## src/rtl/rom_port_arbiter.sv

```systemverilog
// rom_port_arbiter
//   Shares the single instruction-ROM read port between the fetch stage and a
//   data-side read port. Each access runs IDLE -> BUSY -> RESP -> IDLE. The
//   result goes back to the port that won arbitration, with a one-cycle valid
//   pulse. A branch flush discards an outstanding fetch result. The ROM access
//   itself still runs to completion.
//
// Ports
//   clk, rst            rising-edge clock, synchronous active-high reset
//   if_req, if_addr     fetch read request and address (pc)
//   if_data, if_valid   instruction returned to fetch, one-cycle valid pulse
//   if_stall            stall to fetch: if_req & ~if_valid
//   flush               branch taken; drop the outstanding fetch result
//   d_req, d_addr       data-port read request and address
//   d_data, d_valid     data returned to data port, one-cycle valid pulse
//   rom_address         registered ROM address
//   rom_data            ROM read data, valid ROM_LATENCY cycles after address
module rom_port_arbiter #(
    parameter int ADDR_W       = 32,
    parameter int DATA_W       = 32,
    parameter int ROM_LATENCY  = 0,
    parameter int STARVE_LIMIT = 4
) (
    input  logic              clk,
    input  logic              rst,
    input  logic              if_req,
    input  logic [ADDR_W-1:0] if_addr,
    output logic [DATA_W-1:0] if_data,
    output logic              if_valid,
    output logic              if_stall,
    input  logic              flush,
    input  logic              d_req,
    input  logic [ADDR_W-1:0] d_addr,
    output logic [DATA_W-1:0] d_data,
    output logic              d_valid,
    output logic [ADDR_W-1:0] rom_address,
    input  logic [DATA_W-1:0] rom_data
);

    localparam int CNT_W = (ROM_LATENCY > 0) ? $clog2(ROM_LATENCY + 1) : 1;
    localparam int STV_W = $clog2(STARVE_LIMIT + 1);
    localparam logic [CNT_W-1:0] CNT_LAST = CNT_W'(ROM_LATENCY);
    localparam logic [STV_W-1:0] STV_MAX  = STV_W'(STARVE_LIMIT);

    typedef enum logic [1:0] {IDLE, BUSY, RESP} state_t;

    state_t           state;
    state_t           state_next;
    logic             owner_if;
    logic             drop;
    logic [CNT_W-1:0] cnt;
    logic [STV_W-1:0] starve;
    logic             grant_d;
    logic             grant_if;
    logic             rom_ready;

    // Data wins unless fetch has been passed over STARVE_LIMIT times in a row.
    always_comb begin
        grant_d  = d_req && !(if_req && (starve == STV_MAX));
        grant_if = if_req && !grant_d;
    end

    assign rom_ready = (cnt == CNT_LAST);

    // State register
    always_ff @(posedge clk) begin
        if (rst) begin
            state <= IDLE;
        end else begin
            state <= state_next;
        end
    end

    // Next-state logic
    always_comb begin
        state_next = state;
        case (state)
            IDLE:    if (grant_d || grant_if) state_next = BUSY;
            BUSY:    if (rom_ready) state_next = RESP;
            RESP:    state_next = IDLE;
            default: state_next = IDLE;
        endcase
    end

    // Outputs. A flush in the same cycle as the fetch pulse suppresses the
    // pulse combinationally. The drop flag covers a flush seen earlier.
    always_comb begin
        if_valid = (state == RESP) && owner_if && !drop && !flush;
        d_valid  = (state == RESP) && !owner_if;
        if_stall = if_req && !if_valid;
    end

    // Datapath: address latch, owner, latency counter, starve counter,
    // drop flag, data capture.
    always_ff @(posedge clk) begin
        if (rst) begin
            rom_address <= '0;
            owner_if    <= 1'b0;
            cnt         <= '0;
            starve      <= '0;
            drop        <= 1'b0;
            if_data     <= '0;
            d_data      <= '0;
        end else begin
            case (state)
                IDLE: begin
                    if (grant_d || grant_if) begin
                        rom_address <= grant_d ? d_addr : if_addr;
                        owner_if    <= grant_if;
                        cnt         <= '0;
                        if (grant_d && if_req) begin
                            if (starve != STV_MAX) starve <= starve + STV_W'(1);
                        end else begin
                            starve <= '0;
                        end
                    end
                end
                BUSY: begin
                    if (rom_ready) begin
                        if (owner_if) if_data <= rom_data;
                        else          d_data  <= rom_data;
                    end else begin
                        cnt <= cnt + CNT_W'(1);
                    end
                end
                default: ;
            endcase

            if (state_next == IDLE) begin
                drop <= 1'b0;
            end else if (flush && owner_if && (state != IDLE)) begin
                drop <= 1'b1;
            end
        end
    end

endmodule

```

## config.mk

```make
export PLATFORM = sky130hd
export DESIGN_NAME = rom_port_arbiter
export DESIGN_NICKNAME = d
export VERILOG_FILES = /design/src/rtl/rom_port_arbiter.sv
export SDC_FILE = /design/constraint.sdc
export NUM_CORES = 1
export LEC_CHECK = 0
export BUFFER_PORTS_ARGS = -buffer_cell sky130_fd_sc_hd__buf_2
export CAP_MARGIN = 20
export CORE_MARGIN = 10
export CORE_UTILIZATION = 51
export DETAILED_ROUTE_END_ITERATION = 7
export GPL_ROUTABILITY_DRIVEN = 1
export PLACE_DENSITY_LB_ADDON = 0.08
export SKIP_CTS_REPAIR_TIMING = 1
export SYNTH_ARGS = -nofsm -noshare
export SYNTH_HDL_FRONTEND = slang
export SYNTH_SLANG_ARGS = --single-unit
```

## constraint.sdc

```tcl
create_clock -name clk -period 4.6 [get_ports clk]
set_clock_uncertainty 0.15 [all_clocks]
set_input_delay 0.46 -clock clk [delete_from_list [all_inputs] [get_ports clk]]
set_output_delay 0.46 -clock clk [all_outputs]
set_load 0.02 [all_outputs]
```

==> reports/qor.txt <==
core area: 8680 um2
Layout Cell Area excl Fill: 5670 um2
total power: 0.00187 W
row cnt: 34
RSZ-0062 raised after global routing: false
chip height: 114 um
remaining antenna violation count after routing: 0
Worst-Margin Slew: 1.04 ns
Tot GR Track Use: 20.0%
asr flop ratio synth: 0%
Worst setup EP type: flip-flop
Switch Pwr: 0.000581 W
Max rail drop VDD: 0.156 mV
Root Driver: clkbuf_8
CTS H-Tree Depth: 3
CTS tree: built
Post-Syn Nets: 616
sequential area share after synthesis: 45.6%
Antenna Cells: 0
Post-Route WL: 13700 um
Detailed Routing Iterations Pass 1: 4
Cell Area, Synth: 4520 um2
crit path DAT: 2.52 ns
Initial Utilization: 52.1%
clock buffer depth: 2
Crit Path Max Fanout: 28
Hold Fails Final Rpt: 0
final setup vio count: 0
area grow syn2layout: 25.2%
Synth Register Bits: 103
Placed Area: 5470 um2
Via Count: 4368
layout net count: 782
Avg Cell Area, Syn: 8.82 um2
Post-Syn Instances: 513
hold crit path type: in -> reg
Setup CP Type: reg -> reg
antenna violations before repair: 1
most common cell after layout, fill and taps aside: buf_2
Fillers: 790
total congestion overflow: 0
CP Launch Type: flip-flop
fin. max-slew vios: 0
Comb pwr share: 19.5%
Synth Flop Type: dfxtp_1
post-DR wirelength/cell: 17.3 um
minimum clock period: 2.41 ns
fmax: 415 MHz
Ys Warns: 0
critical path, cell by cell: or2_1, buf_4, nor4b_2, a221o_1
Ports: 200
Total Die Area: 13000 um2
Core Util, Final: 65.3%
Worst EP required: 4.70 ns
Int Pwr: 0.00129 W
EDFF count, synth: 0
DRC violation count after routing: 0
Reg2Reg Setup Slack: 2.19 ns
clock insertion delay at the later pin of the skew report: 0.37 ns
power per standard cell area: 330 nW/um2
initial DRC count: 270
first-pass GRT wire length: 21700 um
Clock Power Share: 28.3%
IO Port Bufs: 199
Post-DP HPWL: 9620 um
share of layout cells above drive strength 1: 35.1%
CTS Sinks: 103
Slowest cell on crit path: or2_1
Synth area leaders: dfxtp_1 (46%), nand2_1 (11%), a21oi_1 (7.4%)
Switching Share: 31.0%
Setup TNS: 0 ns
CP peak stage delay: 0.84 ns
count of different cell masters after synthesis: 34
Flop pwr share: 52.2%
vias per cell: 5.52
share of the synthesized area in the top cell type: 45.6%
max_slew headroom: 30.7%
most frequent cells in the layout: buf_2 (198), nand2_1 (130), dfxtp_1 (103), a21oi_1 (67), nor2b_1 (33)
Tcrit/Tclk final: 52.4%
pin count of the biggest net entering global routing: 73
Die Wd: 114 um
max-cap check violation count: 0
area leader, netlist: dfxtp_1
vias in the first global route: 4322
standby leakage power: 2.50 nW
clk slew on worst S/H paths: 0.11 ns
status: complete, no violations
RD Place Congestion: 0.765
TritonCTS Buffers: 9
==> worst max-delay path: cells and delay by family, from the launching register on <==
| kind | cells | cell delay (ns) |
|---|---|---|
| AO/OA/AOI/OAI | 1 | 0.35 |
| buffers and inverters | 1 | 0.37 |
| flip-flops | 1 | 0.50 |
| AND/OR/NAND/NOR | 2 | 0.92 |
==> cells in the mapped netlist, types with 2 or more instances <==
| cell type | instances |
|---|---|
| nand2_1 | 130 |
| dfxtp_1 | 103 |
| a21oi_1 | 67 |
| nor2b_1 | 33 |
| a221o_1 | 32 |
| and4_1 | 32 |
| clkbuf_1 | 32 |
| nor4b_1 | 23 |
| buf_2 | 14 |
| nor4b_2 | 10 |
| buf_6 | 5 |
| o21ai_0 | 4 |
| nor2_1 | 3 |
| ha_1 | 2 |
| inv_1 | 2 |
| nand4_1 | 2 |
| nor3b_1 | 2 |
==> power by group through the flow <==
stage / clock, W / sequential, W / combinational [W]
5_1_grt: 0.000574 / 0.000985 / 0.000401
2_1_floorplan: 0 / 0.00106 / 0.000175
3_3_place_gp: 0 / 0.000996 / 0.000360
4_1_cts: 0.000538 / 0.000978 / 0.000367
6_report: 0.000529 / 0.000978 / 0.000365
3_5_place_dp: 0 / 0.000997 / 0.000367
==> through the flow <==
step           setup slack [ns]  std cells  hold WS [ns]
3_5_place_dp               2.01        775         0.294
4_1_cts                    2.15        790         0.161
3_3_place_gp               2.07        775         0.289
6_report                   2.19        791         0.174
2_1_floorplan              2.39        513         0.287
5_1_grt                    2.02        791         0.161
==> registers in the layout, indices dropped and copies added (netlist names) <==
register and flops:
owner_if 1, rom_address 32, if_data 32, d_data 32, drop 1, state 2, starve 3
==> cell families after synthesis <==
logic type	Yosys count	share of synthesized area, %
fa+ha+maj	2	0.553
compound gates	107	15.8
simple gates	246	32.2
flops	103	45.6
buf+inv	55	5.86
==> per-layer routing <==
layer | wire length [um] | global-route usage [%] | up-vias
met5 | 13 | 0 | -
met4 | 133 | 4.93 | 2
met3 | 1430 | 9.54 | 15
met2 | 6300 | 31.2 | 156
met1 | 5840 | 24.4 | 2037
li1 | - | - | 2158
==> path summary, 6_finish.rpt <==
check | startpoint | to | cells after the start
max | state[1]$_SDFF_PP0_ | rom_address[26]$_SDFFE_PP0P_ | 4
min | rom_data[24] | if_data[24]$_SDFFE_PP0P_ | 3
max reg2reg | state[1]$_SDFF_PP0_ | rom_address[26]$_SDFFE_PP0P_ | 4
min reg2reg | if_data[26]$_SDFFE_PP0P_ | if_data[26]$_SDFFE_PP0P_ | 2
==> layout make-up <==
type                       count  area (um2)  area share [%]
clock inverter                 6        53.8           0.949
timing repair buffer         208        1070            18.9
clock buffer                   9         124            2.19
sequential                   103        2060            36.4
inverter                       2        7.51           0.132
tap                          108         135            2.38
multi-input combinational    355        2210            39.0
No activity file was read; power rests on OpenSTA's default activity.
